[src/rtl/ikaz_surucu.sv]
// Warning driver: turns lamp and audible warning requests into physical lamp and buzzer drive.
// The lamps blink on their own, and a small state machine sequences the buzzer and handles muting and timeout.
module ikaz_surucu #(
  parameter int TICK_DIV   = 1000,
  parameter int BEEP_ON    = 2,
  parameter int BEEP_OFF   = 3,
  parameter int KEMER_SURE = 60,
  parameter int BLINK      = 1
) (
  input  logic       clk,
  input  logic       rst_n,
  input  logic       emniyet_kemeri_lambasi,
  input  logic       kapi_lambasi,
  input  logic       emniyet_kemeri_ikaz,
  input  logic       kapi_ikaz,
  input  logic       susturma,
  output logic       kemer_lamba,
  output logic       kapi_lamba,
  output logic       buzzer,
  output logic [1:0] ikaz_durum
);

  localparam int TW     = $clog2(TICK_DIV);
  localparam int PERIOD = BEEP_ON + BEEP_OFF;
  localparam int PW     = $clog2(PERIOD + 1);
  localparam int SW     = $clog2(KEMER_SURE + 1);
  localparam int BW     = $clog2(BLINK + 1);

  typedef enum logic [1:0] {
    BOSTA      = 2'd0,
    KAPI_IKAZ  = 2'd1,
    KEMER_IKAZ = 2'd2,
    SUSTURULDU = 2'd3
  } state_e;

  state_e          state_q, state_d;
  logic [TW-1:0]   tick_cnt_q, tick_cnt_d;
  logic [PW-1:0]   phase_q, phase_d;
  logic [SW-1:0]   timeout_q, timeout_d;
  logic            buzzer_q, buzzer_d;
  logic [1:0]      blink_act_q, blink_act_d;
  logic [1:0]      blink_lvl_q, blink_lvl_d;
  logic [1:0]      lamp_q, lamp_d;
  logic [BW-1:0]   blink_cnt_q [2];
  logic [BW-1:0]   blink_cnt_d [2];
  logic [1:0]      lamp_req, lamp_ikaz;
  logic            tick, entry, timeout_sat, timeout_hit;
  logic [PW-1:0]   phase_last;

  assign lamp_req  = {kapi_lambasi, emniyet_kemeri_lambasi};
  assign lamp_ikaz = {kapi_ikaz, emniyet_kemeri_ikaz};

  always_comb begin
    tick       = (tick_cnt_q == TW'(TICK_DIV - 1));
    tick_cnt_d = tick ? '0 : tick_cnt_q + TW'(1);
  end

  // Timeout fires on the tick that brings the elapsed count up to KEMER_SURE.
  always_comb begin
    timeout_sat = (timeout_q == SW'(KEMER_SURE));
    timeout_hit = timeout_sat || (tick && (timeout_q == SW'(KEMER_SURE - 1)));

    state_d = state_q;
    if (kapi_ikaz) begin
      state_d = KAPI_IKAZ;
    end else begin
      case (state_q)
        BOSTA:      if (emniyet_kemeri_ikaz) state_d = KEMER_IKAZ;
        KAPI_IKAZ:  state_d = emniyet_kemeri_ikaz ? KEMER_IKAZ : BOSTA;
        KEMER_IKAZ: begin
          if (!emniyet_kemeri_ikaz)           state_d = BOSTA;
          else if (susturma || timeout_hit)   state_d = SUSTURULDU;
        end
        SUSTURULDU: if (!emniyet_kemeri_ikaz) state_d = BOSTA;
        default:    state_d = BOSTA;
      endcase
    end
  end

  // Phase and timeout restart on every state change so each pattern begins in its on-phase.
  always_comb begin
    entry      = (state_d != state_q);
    phase_last = (state_q == KAPI_IKAZ) ? PW'(1) : PW'(PERIOD - 1);

    phase_d = phase_q;
    if (entry)     phase_d = '0;
    else if (tick) phase_d = (phase_q == phase_last) ? '0 : phase_q + PW'(1);

    timeout_d = timeout_q;
    if (entry)                     timeout_d = '0;
    else if (tick && !timeout_sat) timeout_d = timeout_q + SW'(1);

    buzzer_d = 1'b0;
    case (state_d)
      KAPI_IKAZ:  buzzer_d = (phase_d == '0);
      KEMER_IKAZ: buzzer_d = (phase_d < PW'(BEEP_ON));
      default:    buzzer_d = 1'b0;
    endcase
  end

  // Each lamp blinks from its own counter, restarting lit whenever blinking begins.
  always_comb begin
    for (int i = 0; i < 2; i++) begin
      blink_act_d[i] = lamp_req[i] & lamp_ikaz[i];
      blink_cnt_d[i] = blink_cnt_q[i];
      blink_lvl_d[i] = blink_lvl_q[i];
      if (!blink_act_d[i] || !blink_act_q[i]) begin
        blink_cnt_d[i] = '0;
        blink_lvl_d[i] = 1'b1;
      end else if (tick) begin
        if (blink_cnt_q[i] == BW'(BLINK - 1)) begin
          blink_cnt_d[i] = '0;
          blink_lvl_d[i] = ~blink_lvl_q[i];
        end else begin
          blink_cnt_d[i] = blink_cnt_q[i] + BW'(1);
        end
      end
      lamp_d[i] = lamp_req[i] & (~lamp_ikaz[i] | blink_lvl_d[i]);
    end
  end

  always_ff @(posedge clk) begin
    if (!rst_n) begin
      state_q        <= BOSTA;
      tick_cnt_q     <= '0;
      phase_q        <= '0;
      timeout_q      <= '0;
      buzzer_q       <= 1'b0;
      blink_act_q    <= '0;
      blink_lvl_q    <= '0;
      lamp_q         <= '0;
      blink_cnt_q[0] <= '0;
      blink_cnt_q[1] <= '0;
    end else begin
      state_q        <= state_d;
      tick_cnt_q     <= tick_cnt_d;
      phase_q        <= phase_d;
      timeout_q      <= timeout_d;
      buzzer_q       <= buzzer_d;
      blink_act_q    <= blink_act_d;
      blink_lvl_q    <= blink_lvl_d;
      lamp_q         <= lamp_d;
      blink_cnt_q[0] <= blink_cnt_d[0];
      blink_cnt_q[1] <= blink_cnt_d[1];
    end
  end

  assign kemer_lamba = lamp_q[0];
  assign kapi_lamba  = lamp_q[1];
  assign buzzer      = buzzer_q;
  assign ikaz_durum  = state_q;

endmodule

[config.mk]
export PLATFORM = sky130hd
export DESIGN_NAME = ikaz_surucu
export DESIGN_NICKNAME = d
export VERILOG_FILES = /design/src/rtl/ikaz_surucu.sv
export SDC_FILE = /design/constraint.sdc
export NUM_CORES = 1
export LEC_CHECK = 0
export CAP_MARGIN = 0
export CORE_AREA = 5 5 65 73
export CTS_CLUSTER_SIZE = 25
export DETAILED_ROUTE_END_ITERATION = 16
export DIE_AREA = 0 0 70 78
export GPL_TIMING_DRIVEN = 0
export HOLD_SLACK_MARGIN = 0.15
export PLACE_DENSITY = 0.52
export SLEW_MARGIN = 20
export SYNTH_ARGS = -nofsm -noshare
export SYNTH_HDL_FRONTEND = slang
export SYNTH_SLANG_ARGS = --single-unit
[constraint.sdc]
create_clock -name clk -period 4 [get_ports clk]
set_clock_uncertainty 0.2 [all_clocks]
set_input_delay 0.4 -clock clk [delete_from_list [all_inputs] [get_ports clk]]
set_output_delay 0.4 -clock clk [all_outputs]
set_load 0.05 [all_outputs]
==> flow_summary.yaml, run 1 <==
run_status:
  status: "complete, no violations"
grt:
  grt_use_met1_pct: 11.1
  grt_use_total_pct: 9.99
  grt_pass1_wl_microns: 4460
  grt_max_degree: 16
  gr-total-overflow: 0
  met2_usage_pct: 17.7
  top_usage_layer: "met2"
  antenna_found_initial: 0
  grt_util_met3_pct: 2.07
  grt_pass1_vias: 1041
setup_path:
  start_kind: "flop"
  r2r-end: "buzzer"
  crit_start: "timeout_q[0]"
  r2r-start: "timeout_q[0]"
  critical_path_required_ns: 4.02
  critPathMaxFanout: 3
  cp-endpoint: "buzzer"
  critPathCaptureType: "flop"
  reg2regPathDepth: 10
  reg2reg_slack_ns: 1.48
  critPathKind: "flop to flop"
  arrival_ns: 2.54
place:
  place.gp.congestion: 0.782
  preCtsSetupSlack_ns: 1.34
  dp_cells: 208
  dp_hpwl_microns: 1920
  io_buffers: 11
clock_network:
  ctsHtreeMaxLevel: 1
  clock_latency_ns: 0.27
  cts.clk_slew.worst_paths_ns: 0.09
  ctsResizeCount: 0
  clk_path_buf_depth: 2
  cts_setup_buffers: 0
  numCtsBuffers: 3
  cts-root-buf: "clkbuf_8"
  hold_buffers: 0
  cts_tree: "yes"
  clock_sinks: 28
final_layout:
  finalNonFillerCells: 212
  n_fill_cell: 401
  antenna_cells: 0
  multi_input_area_sq_um: 724
  finish.net_count: 174
  area_delta_synth_final_pct: 17.2
  drive_gt1_share_pct: 10.0
  seqCellArea_sq_um: 561
floorplan:
  initial_core_util_pct: 34.3
  core.rowCount: 24
  fp.dieH_microns: 78
  core-area_sq_um: 3900
  pin_count: 12
  die_w_microns: 70
  dieArea_sq_um: 5460
drt:
  wl_per_cell_microns: 11.8
  routed_wl_microns: 2510
  vias: 1032
  ant_nets: 0
  post_drt_via_cell_ratio: 4.87
  drt_iter0_markers: 35
  drc_errors: 0
  drtPass1Iterations: 5
logic_synthesis:
  synth_cells: 145
  synth_top_cell_by_area: "dfxtp_1"
  syn_area_per_cell_sq_um: 9.23
  synthArstFlopShare_pct: 0
  ys_seq_area_share_pct: 41.9
  synth_top_area_share_pct: 41.9
  syn_nets: 158
  ys_seq_elements: 28
  synthFlopType: "dfxtp_1"
  synth-edff-count: 0
  synth_area_leaders: "dfxtp_1 42%, nor2_1 5.9%, ha_1 5.6%"
  synth-warning-count: 0
  synth_cell_types: 39
  netlist_area_sq_um: 1340
sta:
  relSlewSlack_pct: 66.7
  slew_violations: 0
  tightest_slew_ns: 0.498
  hold_slack_ns: 0.281
  fmax_mhz: 397
  setup_ws_ns: 1.48
  finalCriticalPeriod_ns: 2.52
  final-hold-violation-count: 0
  rsz0062_at_grt: "no"
  tns_ns: 0
  setup_violations: 0
  min_period_over_period_pct: 63.0
pwr:
  powerDensity_nw_per_um2: 326
  p_leak_nw: 0.605
  vdd_drop_max_v: 0.000128
  finalPower_uw: 512
job:
  maxCapViolations: 0
hold_path:
  min_path_type: "flop to flop"
[sequential cells by signal, summed over array words and instances (netlist names)]
| signal | count |
|---|---|
| ikaz_durum | 2 |
| lamp_q | 2 |
| blink_act_q | 2 |
| blink_lvl_q | 2 |
| phase_q | 3 |
| buzzer | 1 |
| tick_cnt_q | 10 |
| timeout_q | 6 |
[worst min path at each step]
stage | startpoint | endpoint | depth (start not counted)
6_report | tick_cnt_q[0] | tick_cnt_q[0] | 1
5_1_grt | tick_cnt_q[0] | tick_cnt_q[0] | 1
4_1_cts | tick_cnt_q[0] | tick_cnt_q[0] | 1
3_5_place_dp | tick_cnt_q[0] | tick_cnt_q[0] | 1
3_3_place_gp | tick_cnt_q[0] | tick_cnt_q[0] | 1
2_1_floorplan | tick_cnt_q[0] | tick_cnt_q[0] | 1
[cell usage after synthesis, types with 2 or more instances]
| cell | count |
|---|---|
| nor2_1 | 21 |
| a21oi_1 | 3 |
| nand2b_1 | 3 |
| o21a_1 | 2 |
| a31oi_1 | 3 |
| xnor2_1 | 8 |
| nand2_1 | 6 |
| nand3_1 | 7 |
| ha_1 | 6 |
| and2_1 | 4 |
| nor3_1 | 3 |
| and3_1 | 6 |
| xor2_1 | 7 |
| nand3b_1 | 3 |
| dfxtp_1 | 28 |
| mux2i_1 | 2 |
| inv_1 | 9 |
| o21ai_0 | 2 |
| nand4_1 | 2 |
[area by class of cell]
cell class | count | area share [%]
Timing Repair Buffer | 11 | 7.02
Multi-Input combinational cell | 105 | 46.2
Tap cell | 52 | 4.15
Inverter | 9 | 2.15
Sequential cell | 28 | 35.7
Clock buffer | 4 | 3.51
Buffer | 3 | 1.28
[layout by cell type (no fill, tap or decap), types with 2 or more instances in the layout]
master           count
xnor2_1              8
nand2_1              6
o21ai_0              2
nor3_1               3
nor2_1              21
and3_1               6
inv_1                9
a21oi_1              3
mux2i_1              2
clkbuf_8             4
clkdlybuf4s50_1     11
xor2_1               7
and2_1               4
nand4_1              2
o21a_1               2
a31oi_1              3
ha_1                 6
nand3_1              7
dfxtp_1             28
nand2b_1             3
nand3b_1             3
[worst max-delay path, stage by stage (launching register included)]
cell,delay [ns]
dfxtp_1,0.37
inv_1,0.07
ha_1,0.22
a311o_1,0.34
a41oi_2,0.23
inv_1,0.06
a31oi_1,0.26
inv_1,0.07
ha_1,0.28
nor3b_1,0.19
and3_1,0.17
[power breakdown]
part / internal, mW / total [mW] / switching [mW]
Clock: 0.0881 / 0.172 / 0.0841
Combinational: 0.0218 / 0.0491 / 0.0273
Sequential: 0.286 / 0.291 / 0.00516
Total: 0.396 / 0.512 / 0.116
[cells by family (layout without fill, tap and decap cells)]
| kind of cell | count (synthesis) | in the layout | synth area share (%) |
|---|---|---|---|
| flip-flops | 28 | 28 | 41.9 |
| AND/OR/NAND/NOR | 66 | 66 | 27.1 |
| buffers and inverters | 12 | 27 | 4.02 |
| AO/OA/AOI/OAI | 16 | 16 | 10.1 |
| XOR/XNOR | 15 | 15 | 9.81 |
| multiplexers | 2 | 2 | 1.50 |
| adder cells (fa/ha/maj) | 6 | 6 | 5.61 |
[stage by stage]
stage	area (sq um)	utilization [%]
after global placement	1510	38.8
after global routing	1570	40.2
after detailed placement	1510	38.8
after CTS	1570	40.2
final	1570	40.2
after floorplan	1340	-
[routing by layer]
metal | vias to the layer above | wire length [microns]
li1 | 523 | -
met1 | 488 | 1120
met2 | 14 | 1260
met3 | 7 | 51
met4 | 0 | 77
met5 | - | 0
Power figures use the tool's default switching activity.
==> inputs of run 2 (changes only) <==
Clock period 4 ns to 2.64 ns, I/O delays scaled along.
==> flow_summary.yaml, run 2 (same netlist as run 1, synthesis figures left out) <==
setup_path:
  arrival_ns: 2.48
  crit_start: "timeout_q[0]"
  reg2regPathDepth: 10
  critical_path_required_ns: 2.66
  path_common_cell: "inv_1"
  critPathKind: "flop to flop"
  start_kind: "flop"
  critPathMaxFanout: 3
  cp_top_family: "compound AO/OA/AOI/OAI gates"
  cpMaxStageDelayCell: "dfxtp_2"
  path_cells: "inv_1, ha_1, a311o_1, a41oi_2, inv_1, a31oi_4, inv_1, ha_1, nor3b_1, and3_1"
  reg2reg_slack_ns: 0.18
  r2r-start: "timeout_q[0]"
  cp_num_buf_inv: 3
  cp-endpoint: "buzzer"
  r2r-end: "buzzer"
  critical_path_depth: 10
  critPathCaptureType: "flop"
  critPathMaxStageDelay_ns: 0.35
floorplan:
  die_w_microns: 70
  pin_count: 12
  core.rowCount: 24
  dieArea_sq_um: 5460
  core-area_sq_um: 3900
  initial_core_util_pct: 34.3
  fp.dieH_microns: 78
clock_network:
  cts-root-buf: "clkbuf_8"
  clock_latency_ns: 0.27
  hold_buffers: 0
  clock_sinks: 28
  clk_path_buf_depth: 2
  numCtsBuffers: 3
  ctsHtreeMaxLevel: 1
  cts.clk_slew.worst_paths_ns: 0.09
  cts_tree: "yes"
sta:
  tns_ns: 0
  rsz0062_at_grt: "no"
  finalCriticalPeriod_ns: 2.46
  min_period_over_period_pct: 93.3
  fmax_mhz: 406
  tightest_slew_ns: 0.499
  final-hold-violation-count: 0
  relSlewSlack_pct: 66.7
  setup_ws_ns: 0.178
  setup_violations: 0
  slew_violations: 0
place:
  place.gp.congestion: 0.782
  preCtsSetupSlack_ns: 0.118
  dp_hpwl_microns: 1920
  dpl-instance-area_sq_um: 1510
  io_buffers: 11
  dp_cells: 208
final_layout:
  fin_area_sq_um: 1590
  finalNonFillerCells: 212
  final_util_pct: 40.6
  largest_register_ffs: 10
  antenna_cells: 0
  final_cell_mix: "27 x dfxtp_1, 21 x nor2_1, 11 x clkdlybuf4s50_1, 9 x inv_1, 8 x xnor2_1"
  final_common_cell: "dfxtp_1"
  top_regs: "tick_cnt_q (10), timeout_q (6), phase_q (3)"
  regMostFlops: "tick_cnt_q"
  finish.net_count: 174
  area_delta_synth_final_pct: 18.4
  drive_gt1_share_pct: 11.3
drt:
  drc_errors: 0
  ant_nets: 0
  drtPass1Iterations: 5
  wl_per_cell_microns: 11.9
  drt_iter0_markers: 41
  vias: 1025
  post_drt_via_cell_ratio: 4.83
  routed_wl_microns: 2530
hold_path:
  min_path_type: "flop to flop"
grt:
  gr-total-overflow: 0
  grt_use_total_pct: 9.99
  grt_pass1_vias: 1041
  antenna_found_initial: 0
  grt_pass1_wl_microns: 4460
  grt_max_degree: 16
pwr:
  p_leak_nw: 0.607
  powerDensity_nw_per_um2: 492
  vdd_drop_max_v: 0.000197
run_status:
  status: "complete, no violations"
job:
  maxCapViolations: 0
==> run 2: worst min-delay path by stage <==
stage | startpoint | end | slack [ns] | cells after the start
2_1_floorplan | emniyet_kemeri_lambasi | lamp_q[0] | 0.19 | 1
3_5_place_dp | tick_cnt_q[0] | tick_cnt_q[0] | 0.26 | 1
5_1_grt | tick_cnt_q[0] | tick_cnt_q[0] | 0.34 | 1
6_report | tick_cnt_q[0] | tick_cnt_q[0] | 0.28 | 1
3_3_place_gp | tick_cnt_q[0] | tick_cnt_q[0] | 0.25 | 1
4_1_cts | tick_cnt_q[0] | tick_cnt_q[0] | 0.29 | 1
==> run 2: where the power goes <==
| group | leakage [nW] | switching, mW | internal (mW) |
|---|---|---|---|
| logic | 0.349 | 0.0428 | 0.0339 |
| clock network | 0.0288 | 0.128 | 0.133 |
| registers | 0.229 | 0.00819 | 0.433 |
==> run 2: per-layer routing <==
layer | track usage (%) | routed length (microns) | vias to the layer above
met2 | 17.7 | 1280 | 12
met5 | 0 | 0 | -
met1 | 11.1 | 1120 | 483
met3 | 2.07 | 50 | 7
met4 | 5.56 | 77 | 0
li1 | - | - | 523
==> run 2: final cells by class <==
type | count | area, sq um
timing repair buffer | 11 | 110
clock buffer | 4 | 55.1
buffer | 3 | 20.0
inverter | 9 | 33.8
multi-input combinational | 105 | 739
sequential | 28 | 562
fill | 400 | 2320
tap | 52 | 65.1
==> run 2: per-stage QoR <==
step	power, mW	hold slack, ns
after detailed placement	0.526	0.261
after global routing	0.820	0.342
after CTS	0.791	0.285
after floorplan	0.498	0.186
final	0.779	0.282
after global placement	0.525	0.249
==> run 2: timing repair <==
action	in CTS	in global routing
buffers inserted	0	0
gates resized for setup	0	3
endpoints found under the hold margin	0	0
endpoints found under the setup margin	0	1
==> inputs of run 3 (changes only) <==
Settings changed: CAP_MARGIN 0 to 20.
==> results of run 3 <==
No change in the layout: final DEF, timing and power equal those of run 2.
